File: config.mk
export PLATFORM = sky130hd
export DESIGN_NAME = uart_rx
export DESIGN_NICKNAME = d
export VERILOG_FILES = /design/src/rtl/uart_rx.sv
export SDC_FILE = /design/constraint.sdc
export NUM_CORES = 1
export LEC_CHECK = 0
export CORE_MARGIN = 2
export CORE_UTILIZATION = 28
export DETAILED_ROUTE_END_ITERATION = 16
export GPL_ROUTABILITY_DRIVEN = 0
export HOLD_SLACK_MARGIN = 0.15
export PLACE_DENSITY_LB_ADDON = 0.3
export RECOVER_POWER = 25
export SYNTH_ARGS = -nofsm -noshare
export SYNTH_HDL_FRONTEND = slang
export SYNTH_SLANG_ARGS = --single-unit
File: constraint.sdc
create_clock -name i_clk -period 2.25 [get_ports i_clk]
set_input_delay 0.3375 -clock i_clk [delete_from_list [all_inputs] [get_ports i_clk]]
set_output_delay 0.3375 -clock i_clk [all_outputs]
set_load 0.01 [all_outputs]
File: src/rtl/uart_rx.sv
`default_nettype none
// ============================================================================
// Module   : uart_rx
// Brief    : UART 8N1 receiver with 2-flop input synchroniser and mid-bit sampling.
// Revision : 1.0 - initial release
// ============================================================================
module uart_rx #(
  parameter int CLOCK_PER_BIT = 434
) (
  input  logic       i_clk,
  input  logic       i_rst,
  input  logic       i_RX_bit,
  output logic [7:0] o_RX_byte,
  output logic       o_RX_done,
  output logic       o_frame_err,
  output logic       o_receive_state
);

  localparam int c_HALF_BIT = (CLOCK_PER_BIT - 1) / 2;
  localparam int c_CNT_W    = $clog2(CLOCK_PER_BIT);

  localparam logic [c_CNT_W-1:0] c_CNT_HALF = c_CNT_W'(c_HALF_BIT);
  localparam logic [c_CNT_W-1:0] c_CNT_LAST = c_CNT_W'(CLOCK_PER_BIT - 1);
  localparam logic [c_CNT_W-1:0] c_CNT_ONE  = c_CNT_W'(1);

  typedef enum logic [2:0] {
    S_IDLE  = 3'd0,
    S_START = 3'd1,
    S_DATA  = 3'd2,
    S_STOP  = 3'd3,
    S_CLEAR = 3'd4
  } state_t;

  state_t               r_state;
  logic                 r_rx_meta;
  logic                 r_rx_s;
  logic [c_CNT_W-1:0]   r_cnt;
  logic [2:0]           r_idx;
  logic [7:0]           r_shift;

  always_ff @(posedge i_clk) begin
    if (i_rst) begin
      r_state         <= S_IDLE;
      r_rx_meta       <= 1'b1;
      r_rx_s          <= 1'b1;
      r_cnt           <= '0;
      r_idx           <= '0;
      r_shift         <= '0;
      o_RX_byte       <= '0;
      o_RX_done       <= 1'b0;
      o_frame_err     <= 1'b0;
      o_receive_state <= 1'b0;
    end else begin
      r_rx_meta   <= i_RX_bit;
      r_rx_s      <= r_rx_meta;
      o_RX_done   <= 1'b0;
      o_frame_err <= 1'b0;

      case (r_state)
        S_IDLE: begin
          r_cnt <= '0;
          r_idx <= '0;
          if (!r_rx_s) begin
            r_state         <= S_START;
            o_receive_state <= 1'b1;
          end
        end

        S_START: begin
          if (r_cnt == c_CNT_HALF) begin
            r_cnt <= '0;
            if (!r_rx_s) begin
              r_state <= S_DATA;
            end else begin
              // Start bit gone by mid-bit: treat as a glitch, silently.
              r_state         <= S_IDLE;
              o_receive_state <= 1'b0;
            end
          end else begin
            r_cnt <= r_cnt + c_CNT_ONE;
          end
        end

        S_DATA: begin
          if (r_cnt == c_CNT_LAST) begin
            r_cnt          <= '0;
            r_shift[r_idx] <= r_rx_s;
            if (r_idx == 3'd7) begin
              r_idx   <= '0;
              r_state <= S_STOP;
            end else begin
              r_idx <= r_idx + 3'd1;
            end
          end else begin
            r_cnt <= r_cnt + c_CNT_ONE;
          end
        end

        S_STOP: begin
          if (r_cnt == c_CNT_LAST) begin
            r_cnt <= '0;
            if (r_rx_s) begin
              o_RX_byte <= r_shift;
              o_RX_done <= 1'b1;
            end else begin
              o_frame_err <= 1'b1;
            end
            r_state         <= S_CLEAR;
            o_receive_state <= 1'b0;
          end else begin
            r_cnt <= r_cnt + c_CNT_ONE;
          end
        end

        S_CLEAR: begin
          // Wait for the line to return high so a held break cannot start a frame.
          r_cnt <= '0;
          if (r_rx_s) begin
            r_state <= S_IDLE;
          end
        end

        default: begin
          r_state         <= S_IDLE;
          r_cnt           <= '0;
          r_idx           <= '0;
          o_receive_state <= 1'b0;
        end
      endcase
    end
  end

endmodule
`default_nettype wire

# Word-level counts from Yosys, hierarchy flattened
# Index checks and enable logic that the tools add are counted.
# word_totals
reg_bits,36
input_bits,3
output_inout_bits,11
wordCells,67
# classes
addsub,2
n_lt_le_gt_ge,2
eq_ne,14
muxes,24
bitwise_logic,4
reduce_logical,11
# op_table
op,count
3-bit 2-to-1 mux,8
9-bit 2-to-1 mux,2
9-bit case mux with 2 select lines,1
3-bit case mux with 5 select lines,1
2-bit inequality test (second input constant),7
9-bit by 1-bit adder with 9-bit output (second input constant),1
9-bit by 8-bit == test with 1-bit output (second input constant),1
9-bit == test (second input constant),1
8-bit bitwise mux,1
1-bit 2-to-1 mux,7
3-bit by 2-bit == test with 1-bit output (second input constant),2
3-bit == test (second input constant),2
3-bit case mux with 2 select lines,1
6-bit AND reduction,1
3-bit OR reduction,2
5-bit AND reduction,1
3-bit by 4-bit less-than comparator with 1-bit output (second input constant),1
1-bit inverter,4
1-bit case mux with 4 select lines,1
2-bit AND reduction,2
2-bit OR reduction,2
3-bit by 1-bit adder with 3-bit output (second input constant),1
1-bit demux with 3-bit select,1
3-bit by 1-bit == test with 1-bit output (second input constant),1
5 further kinds,5

# Longest topological paths before layout
# Gate-level depths: netlist (run 1).
# logic_depth
word_depth,5
depth_mapped,7
ltp_nobuf,6

# Worst setup path before layout (run 1)
# OpenSTA, ideal clock, no wires.
# synth_timing
kind,register to register
from,reg r_cnt[0]
to,reg o_RX_byte[5]
setup_time_ns,0.128
arrival_ns,1.387
t_required_ns,2.122
path_slack_ns,0.735
stages_incl_launch_ff,6
n_path_buf,0
period_less_slack_ns,1.515
path_cell_list,dfxtp_1 ha_1 nand4bb_4 nor3_4 mux2i_1 nor2_1
# synth_between
elab_chain_len,2
# synth_lines
item,line_no,rtl
"start, declared",37,logic [c_CNT_W-1:0] r_cnt;
"start signal, assigned",80,r_cnt <= r_cnt + c_CNT_ONE;
"start signal, assigned",95,r_cnt <= r_cnt + c_CNT_ONE;
"start signal, assigned",111,r_cnt <= r_cnt + c_CNT_ONE;
9-bit == test,100,if (r_cnt == c_CNT_LAST) begin
3-bit AND reduction (no line),n/a,
"end signal, assigned",103,o_RX_byte <= r_shift;
"end, declared",13,"output logic [7:0] o_RX_byte,"
# No other way between the ends.
# A chain may end at the register's enable or synchronous reset.

# Final worst setup path (run 1)
# layout_timing
from,reg r_state[1]
to,reg r_shift[0]
# layout_between
elab_chain_len,2
# layout_lines
item,line_no,rtl
"start, declared",34,state_t r_state;
"start signal, assigned",43,r_state <= S_IDLE;
"start signal, assigned",64,r_state <= S_START;
"start signal, assigned",73,r_state <= S_DATA;
3-bit by 2-bit == test with 1-bit output,59,case (r_state)
2-bit AND reduction (no line),n/a,
"end signal, assigned by index",87,r_shift[r_idx] <= r_rx_s;
"end, declared",39,logic [7:0] r_shift;
# No other way between the ends.

==> results of run 1 <==
==> per-stage QoR <==
step	utilization [%]	std cells	hold slack (ns)	area (sq um)
6_report	34.87	271	0.4014	2064
5_1_grt	34.87	271	0.4259	2064
4_1_cts	35.00	271	0.4056	2072
3_5_place_dp	32.31	263	0.3928	1913
3_3_place_gp	32.31	263	0.3909	1913
2_1_floorplan	-	182	0.3895	1709
==> layout make-up <==
class	instances	area, sq um
Fill cell	618	3856
Multi-Input combinational cell	132	930.9
Sequential cell	36	720.7
Timing Repair Buffer	16	145.1
Tap cell	75	93.84
Clock inverter	3	90.09
Clock buffer	5	68.82
Inverter	4	15.01
==> critical path, cell delays in order, from the launching register on <==
cell	delay (ns)
dfxtp_1	0.69
nor4b_2	0.57
nand4_1	0.20
mux2i_1	0.18
nor2_1	0.05
==> state kept, by name, summed over array words and instances, names as in the netlist <==
register         flops
o_receive_state      1
r_rx_s               1
r_state              3
r_cnt                9
o_RX_done            1
r_rx_meta            1
o_RX_byte            8
o_frame_err          1
r_idx                3
r_shift              8
==> layer usage <==
metal  GRT usage [%]  vias up
li1                -      670
met1           15.36      600
met4           5.000        0
met3           2.609        6
met2           15.85       20
met5               0        -
==> power by group <==
part / total [mW] / switching, mW / leakage [nW] / internal [mW]
logic: 0.0247 / 0.0143 / 0.435 / 0.0104
clock network: 0.794 / 0.239 / 0.0784 / 0.555
registers: 0.646 / 0.00610 / 0.291 / 0.640
==> cell families after synthesis <==
group	count (synthesis)	share of synthesized area (%)
and+or+nand+nor	85	30.53
AOI/OAI and AO/OA	19	7.321
buffers and inverters	14	3.367
xor gates and xnor gates	7	3.587
adders and majority gates	5	3.660
muxes	16	9.370
DFF	36	42.17
==> cell usage in the layout (no fill, tap or decap), types with 3 or more instances in the layout <==
cell type and n:
nor3_1 4, dlygate4sd3_1 8, nor2b_1 5, ha_1 5
a21oi_1 5, xnor2_1 5, nand4_1 12, clkbuf_8 5
mux2i_1 16, o21ai_0 6, nand2_1 7, clkdlybuf4s50_1 5
inv_1 4, nor2_1 32, nand3_1 4, dfxtp_1 36
bufinv_16 3
==> how the worst max path moves through the flow <==
stage,endpoint,depth (start not counted),start,slack (ns)
2_1_floorplan,o_RX_byte[5],5,r_cnt[0],0.74
3_3_place_gp,r_shift[4],4,r_state[1],0.45
3_5_place_dp,r_shift[2],4,r_state[1],0.46
4_1_cts,r_shift[0],4,r_state[1],0.43
5_1_grt,r_shift[2],4,r_state[1],0.17
6_report,r_shift[0],4,r_state[1],0.41
==> flow_summary.json, run 1 <==
{
  "status": "complete, no violations",
  "clk_pin_slew_ns": 0.08,
  "drt-wirelength-per-cell_microns": 11.78,
  "drt-met1-wl_microns": 1652,
  "rsz0062_at_grt": "false",
  "rr_startpoint": "r_state[1]",
  "design.die.area_sq_um": 6745,
  "hp-class": "flip-flop to flip-flop",
  "ys.flop_type": "dfxtp_1",
  "wl_microns": 3193,
  "hpwl_microns": 2218,
  "grt_pass1_wl_microns": 5678,
  "insertion_delay_ns": 0.29,
  "syn_area_sq_um": 1709,
  "powerDensity_nw_per_um2": 709.2,
  "reg2reg_to": "r_shift[0]",
  "nets": 203,
  "viasPerCell": 4.782,
  "syn_nets": 190,
  "max_cap_violations": 0,
  "critPathLaunchType": "flip-flop",
  "tritoncts": "built",
  "routed.top_layer": "met4",
  "path_class": "flip-flop to flip-flop",
  "grt_overflow": 0,
  "hp-start": "r_rx_meta",
  "ys_ff_latch": 36,
  "drt_iter0_markers": 79,
  "start_util_pct": 28.87,
  "grt_max_degree": 24,
  "cts-root-buf": "clkbuf_8",
  "r2r_slack_ns": 0.41,
  "hold_depth": 1,
  "drive_above_1_share_pct": 10.20,
  "hold_viol": 0,
  "post-route-period-util_pct": 81.94,
  "cts_setup_buffers": 0,
  "worst_slack_ns": 0.4065,
  "fin_worst_skew_ns": 0.006418,
  "drcViolationCount": 0,
  "async_flop_share_pct": 0,
  "synth_cells": 182,
  "core_area_sq_um": 5921,
  "drt_first_pass_iters": 4,
  "cts_resized": 0,
  "synth-seq-area-share_pct": 42.17,
  "hold_buffers": 0,
  "p_leak_nw": 0.8043,
  "synth_common_cells": "dfxtp_1 (36), nor2_1 (32), mux2i_1 (16)",
  "htree_levels": 2,
  "yosysTopAreaCell": "dfxtp_1",
  "setup_violations": 0,
  "ios": 14,
  "final.setup.tns_ns": 0,
  "antenna_found_initial": 0,
  "netlist_top_cells_area": "dfxtp_1 (42%), mux2i_1 (9.4%), nor2_1 (7.0%), nand4_1 (4.4%), ha_1 (3.7%)",
  "die_w_microns": 82.13,
  "yosys_warnings": 0,
  "ant_nets": 0,
  "fmax_mhz": 542.4,
  "cts_buffers": 5,
  "hold_end": "r_rx_s",
  "io_buffers": 13,
  "worstPathMaxFanout": 18,
  "slew_violations": 0,
  "cts.path.max_buffers": 2,
  "clock-sinks": 36,
  "yosysUniqueCellTypes": 40,
  "yosysMostFrequentCell": "dfxtp_1",
  "relSlewSlack_pct": 36.16,
  "reg2regPathDepth": 4,
  "power.total_mw": 1.464,
  "grt_pass1_vias": 1205,
  "met3RoutedLength_microns": 94,
  "grt_usage_pct": 10.97,
  "area_growth_pct": 20.79,
  "yosysTopAreaCellShare_pct": 42.17,
  "period_minus_slack_ns": 1.844,
  "post-place-ws_ns": 0.4555,
  "vias": 1296,
  "worst_slew_pin_slew_ns": 0.9576,
  "vdd_ir_drop_max_mv": 0.3842,
  "num_rows": 28,
  "antennaDiodeCount": 0,
  "worstPathArrival_ns": 1.99,
  "synth_edf_count": 0,
  "wl_met2_microns": 1380,
  "synth.avg_cell_area_sq_um": 9.391,
  "dieHeight_microns": 82.13,
  "crit_path_end_kind": "flip-flop",
  "worstPathRequired_ns": 2.39
}
Note: power is estimated with default switching activity, not from simulation.
==> run 2, diff against run 1 <==
Clock period 2.25 ns to 1.75 ns, I/O delays scaled along.
==> flow_summary.json, run 2 (synthesized netlist as in run 1, its figures left out) <==
{
  "antennaDiodeCount": 0,
  "clkPwrFrac_pct": 45.4,
  "path_class": "flip-flop to flip-flop",
  "crit_path_end_kind": "flip-flop",
  "tritoncts": "built",
  "antenna_found_initial": 0,
  "p_sw_share_pct": 20.82,
  "hold_buffers": 0,
  "top_regs": "r_cnt (9), o_RX_byte (8), r_shift (8)",
  "drt-wirelength-per-cell_microns": 12.19,
  "hp-class": "flip-flop to flip-flop",
  "num_rows": 28,
  "power.switching_uw": 332.1,
  "max_cap_violations": 0,
  "rsz0062_at_grt": "false",
  "crit_path_max_incr_delay_ns": 0.44,
  "vias": 1364,
  "htree_levels": 2,
  "core_area_sq_um": 5921,
  "layout_commonest_cell": "dfxtp_1",
  "vdd_ir_drop_max_mv": 0.3994,
  "drt_first_pass_iters": 4,
  "ant_nets": 0,
  "clk_pin_slew_ns": 0.08,
  "p_leak_nw": 0.8572,
  "cts_setup_buffers": 0,
  "combinationalPowerShare_pct": 2.8,
  "worstPathMaxFanout": 5,
  "crit_slowest_cell": "a311oi_2",
  "die_w_microns": 82.13,
  "worst_slew_pin_slew_ns": 0.4897,
  "wl_microns": 3473,
  "seq_power_share_pct": 51.8,
  "viasPerCell": 4.786,
  "crit_chain": "inv_1 -> ha_1 -> nor3b_1 -> a311oi_2 -> o221ai_2 -> nor2_1",
  "grt_usage_pct": 11.54,
  "grt_pass1_vias": 1274,
  "hold_viol": 0,
  "grt_max_degree": 20,
  "cp_top_family": "compound AO/OA/AOI/OAI gates",
  "grt_overflow": 0,
  "start_util_pct": 28.87,
  "hpwl_microns": 2410,
  "post-route-period-util_pct": 94.35,
  "status": "complete, no violations",
  "cts.path.max_buffers": 2,
  "cts_buffers": 5,
  "powerDensity_nw_per_um2": 744.9,
  "drive_above_1_share_pct": 17.62,
  "intPower_mw": 1.263,
  "dieHeight_microns": 82.13,
  "relSlewSlack_pct": 67.31,
  "worstPathRequired_ns": 1.97,
  "grt_pass1_wl_microns": 5940,
  "slew_violations": 0,
  "insertion_delay_ns": 0.28,
  "design.die.area_sq_um": 6745,
  "fin_worst_skew_ns": 0.007198,
  "worstPathArrival_ns": 1.87,
  "cp_num_buf_inv": 1,
  "area_growth_pct": 25.26,
  "largest_reg_flops": 9,
  "io_buffers": 13,
  "setup_violations": 0,
  "final.setup.tns_ns": 0,
  "nets": 217,
  "critPathLaunchType": "flip-flop",
  "clock-sinks": 36,
  "regMostFlops": "r_cnt",
  "final_cell_mix": "dfxtp_1 (36), nor2_1 (32), mux2i_1 (16), buf_4 (15), nand4_1 (12)",
  "fmax_mhz": 605.7,
  "drt_iter0_markers": 74,
  "ios": 14,
  "power.total_mw": 1.595,
  "fillers": 604,
  "drcViolationCount": 0,
  "period_minus_slack_ns": 1.651,
  "cts-root-buf": "clkbuf_8"
}
==> run 2: stage by stage <==
stage	hold WS [ns]	cells	setup WS, ns	util, %	area [sq um]
3_3_place_gp	0.3910	276	0.06068	33.96	2011
3_5_place_dp	0.4015	276	0.07216	33.96	2011
6_report	0.4241	285	0.09894	36.16	2141
2_1_floorplan	0.3663	182	0.2355	-	1709
4_1_cts	0.4308	284	0.05073	35.84	2122
5_1_grt	0.4344	285	0.0004519	36.16	2141
==> run 2: repair_timing <==
item | CTS | global route
hold endpoints to repair | 0 | 0
endpoints found under the setup margin | 0 | 9
resized for setup | 0 | 2
==> run 2: final timing paths <==
check,slack (ns),startpoint,cells past startpoint,to
max,0.1,r_cnt[1],6,r_cnt[6]
min,0.42,r_rx_meta,1,r_rx_s
max reg2reg,0.1,r_cnt[1],6,r_cnt[6]
min reg2reg,0.42,r_rx_meta,1,r_rx_s
==> run 2: layout make-up <==
class                      instances  area, sq um  share of cell area (%)
sequential                        36        720.7                   33.66
clock inverter                     3        42.54                   1.987
clock buffer                       5        68.82                   3.214
inverter                           4        15.01                  0.7013
multi-input combinational        133        952.2                   44.48
timing repair buffer              29        247.7                   11.57
tap                               75        93.84                   4.383
==> run 2: power groups by stage <==
stage / logic (mW) / clock network [mW] / registers (mW)
6_report: 0.0445 / 0.724 / 0.826
5_1_grt: 0.0494 / 0.784 / 0.826
4_1_cts: 0.0437 / 0.749 / 0.826
3_5_place_dp: 0.0437 / 0 / 0.845
3_3_place_gp: 0.0439 / 0 / 0.845
2_1_floorplan: 0.0238 / 0 / 0.846
==> run 2: routing by layer <==
metal	global-route usage, %	vias up	share of wire, %
li1	-	703	-
met2	17.15	29	42
met3	2.283	2	3.5
met1	16.19	630	53
met4	5.000	0	1.2
met5	0	-	0
==> run 3, diff against run 2 <==
Clock period 1.75 ns to 1.65 ns, I/O delays scaled along.
==> flow_summary.json, run 3 (synthesized netlist as in run 1, its figures left out) <==
{
  "layout_commonest_cell": "dfxtp_1",
  "antenna_found_initial": 0,
  "rr_startpoint": "r_cnt[0]",
  "seq_power_share_pct": 51.0,
  "cts-root-buf": "clkbuf_8",
  "drive_above_1_share_pct": 20.85,
  "wl_microns": 3504,
  "fin_worst_skew_ns": 0.008809,
  "grt_max_degree": 15,
  "hp-start": "r_rx_meta",
  "max_cap_violations": 0,
  "clk_pin_slew_ns": 0.08,
  "slew_violations": 0,
  "start_util_pct": 28.87,
  "io_buffers": 13,
  "finish.instance_area_sq_um": 2190,
  "period_minus_slack_ns": 1.531,
  "cts_buffers": 5,
  "die_w_microns": 82.13,
  "num_rows": 28,
  "antennaDiodeCount": 0,
  "relSlewSlack_pct": 76.90,
  "grt_pass1_wl_microns": 5982,
  "rsz0062_at_grt": "false",
  "dieHeight_microns": 82.13,
  "setup_violations": 0,
  "critPathLaunchType": "flip-flop",
  "power.switching_uw": 372.7,
  "nets": 218,
  "htree_levels": 2,
  "regMostFlops": "r_cnt",
  "drt-wirelength-per-cell_microns": 12.25,
  "fmax_mhz": 653.0,
  "design.die.area_sq_um": 6745,
  "clkPwrFrac_pct": 46.0,
  "hold_viol": 0,
  "worstPathRequired_ns": 1.88,
  "vdd_ir_drop_max_mv": 0.5363,
  "clock-sinks": 36,
  "hold_slack_ns": 0.4128,
  "crit_path_end_kind": "flip-flop",
  "hold_end": "r_rx_s",
  "drcViolationCount": 0,
  "path_class": "flip-flop to flip-flop",
  "ant_nets": 0,
  "vias": 1354,
  "top_regs": "r_cnt (9), o_RX_byte (8), r_shift (8)",
  "drt_iter0_markers": 71,
  "crit_chain": "inv_1 -> ha_1 -> nor3b_2 -> a311oi_2 -> o221ai_4 -> nor2_1",
  "final_cell_mix": "dfxtp_1 (33), nor2_1 (31), buf_4 (17), mux2i_1 (16), nand4_1 (12)",
  "grt_pass1_vias": 1255,
  "hold_depth": 1,
  "worstPathArrival_ns": 1.76,
  "reg2regPathDepth": 6,
  "crit_path_max_incr_delay_ns": 0.36,
  "cp_num_buf_inv": 1,
  "hp-class": "flip-flop to flip-flop",
  "ios": 14,
  "intPower_mw": 1.342,
  "tritoncts": "built",
  "area_growth_pct": 28.11,
  "largest_reg_flops": 9,
  "p_sw_share_pct": 21.74,
  "drt_first_pass_iters": 4,
  "reg2reg_to": "r_cnt[6]",
  "powerDensity_nw_per_um2": 783.1,
  "worst_slew_pin_slew_ns": 0.3435,
  "p_leak_nw": 0.8862,
  "grt_usage_pct": 11.78,
  "insertion_delay_ns": 0.29,
  "crit_slowest_cell": "a311oi_2",
  "hpwl_microns": 2427,
  "power.total_mw": 1.715,
  "worstPathMaxFanout": 9,
  "hold_buffers": 0,
  "cp_top_family": "compound AO/OA/AOI/OAI gates",
  "core_area_sq_um": 5921,
  "r2r_slack_ns": 0.12,
  "status": "complete, no violations",
  "cts.path.max_buffers": 2,
  "viasPerCell": 4.734,
  "placed_cell_area_sq_um": 2023,
  "combinationalPowerShare_pct": 3.0,
  "grt_overflow": 0,
  "post-route-period-util_pct": 92.82
}
run 3: cell types whose count changed in the layout (fill, tap and decap cells not counted), sizes merged:
cell | previous run | this run
buf | 15 | 18
o221ai | 2 | 1
clkbuf | 6 | 5
run 3: repair_timing:
action | in CTS | in global routing
resized for setup | 2 | 10
setup endpoints to repair | 10 | 27
pin swaps | 1 | 5
buffers inserted | 0 | 2
run 3: final cells by class:
type,instances,area (sq um)
inverters,4,15.01
fillers,598,3731
repair buffers,31,277.8
clock buffers,5,68.82
flip-flops and latches,36,724.4
clock inverters,3,42.54
multi-input cells,132,967.2
well taps,75,93.84
run 3: worst max-delay path by stage:
stage / from / end / slack [ns] / cells past startpoint
2_1_floorplan: r_cnt[0] / o_RX_byte[5] / 0.14 / 5
3_3_place_gp: r_cnt[1] / r_cnt[8] / -0.001 / 6
3_5_place_dp: r_cnt[1] / r_cnt[8] / -0.01 / 6
4_1_cts: r_cnt[1] / r_cnt[6] / 0.006 / 6
5_1_grt: r_cnt[1] / r_idx[1] / 0.002 / 7
6_report: r_cnt[0] / r_cnt[6] / 0.12 / 6
run 3: stage by stage:
step	instances	setup TNS, ns	setup slack [ns]	utilization (%)
3_3_place_gp	276	-0.001921	-0.0009653	34.17
5_1_grt	286	0	0.002373	36.98
3_5_place_dp	276	-0.09555	-0.01457	34.17
6_report	286	0	0.1185	36.98
4_1_cts	284	0	0.005508	36.18
2_1_floorplan	182	0	0.1355	-
run 3: metal layers:
layer	track usage, %	vias to the layer above	routed length (microns)
met5	0	-	0
met4	6.333	0	77
met3	2.717	7	128
met2	16.18	26	1458
met1	16.87	623	1840
li1	-	698	-
run 3: power by group through the flow:
stage,Combinational [mW],Clock (mW),Sequential (mW)
6_report,0.0516,0.789,0.875
5_1_grt,0.0570,0.847,0.875
4_1_cts,0.0507,0.816,0.874
3_5_place_dp,0.0507,0,0.895
3_3_place_gp,0.0508,0,0.895
2_1_floorplan,0.0252,0,0.897
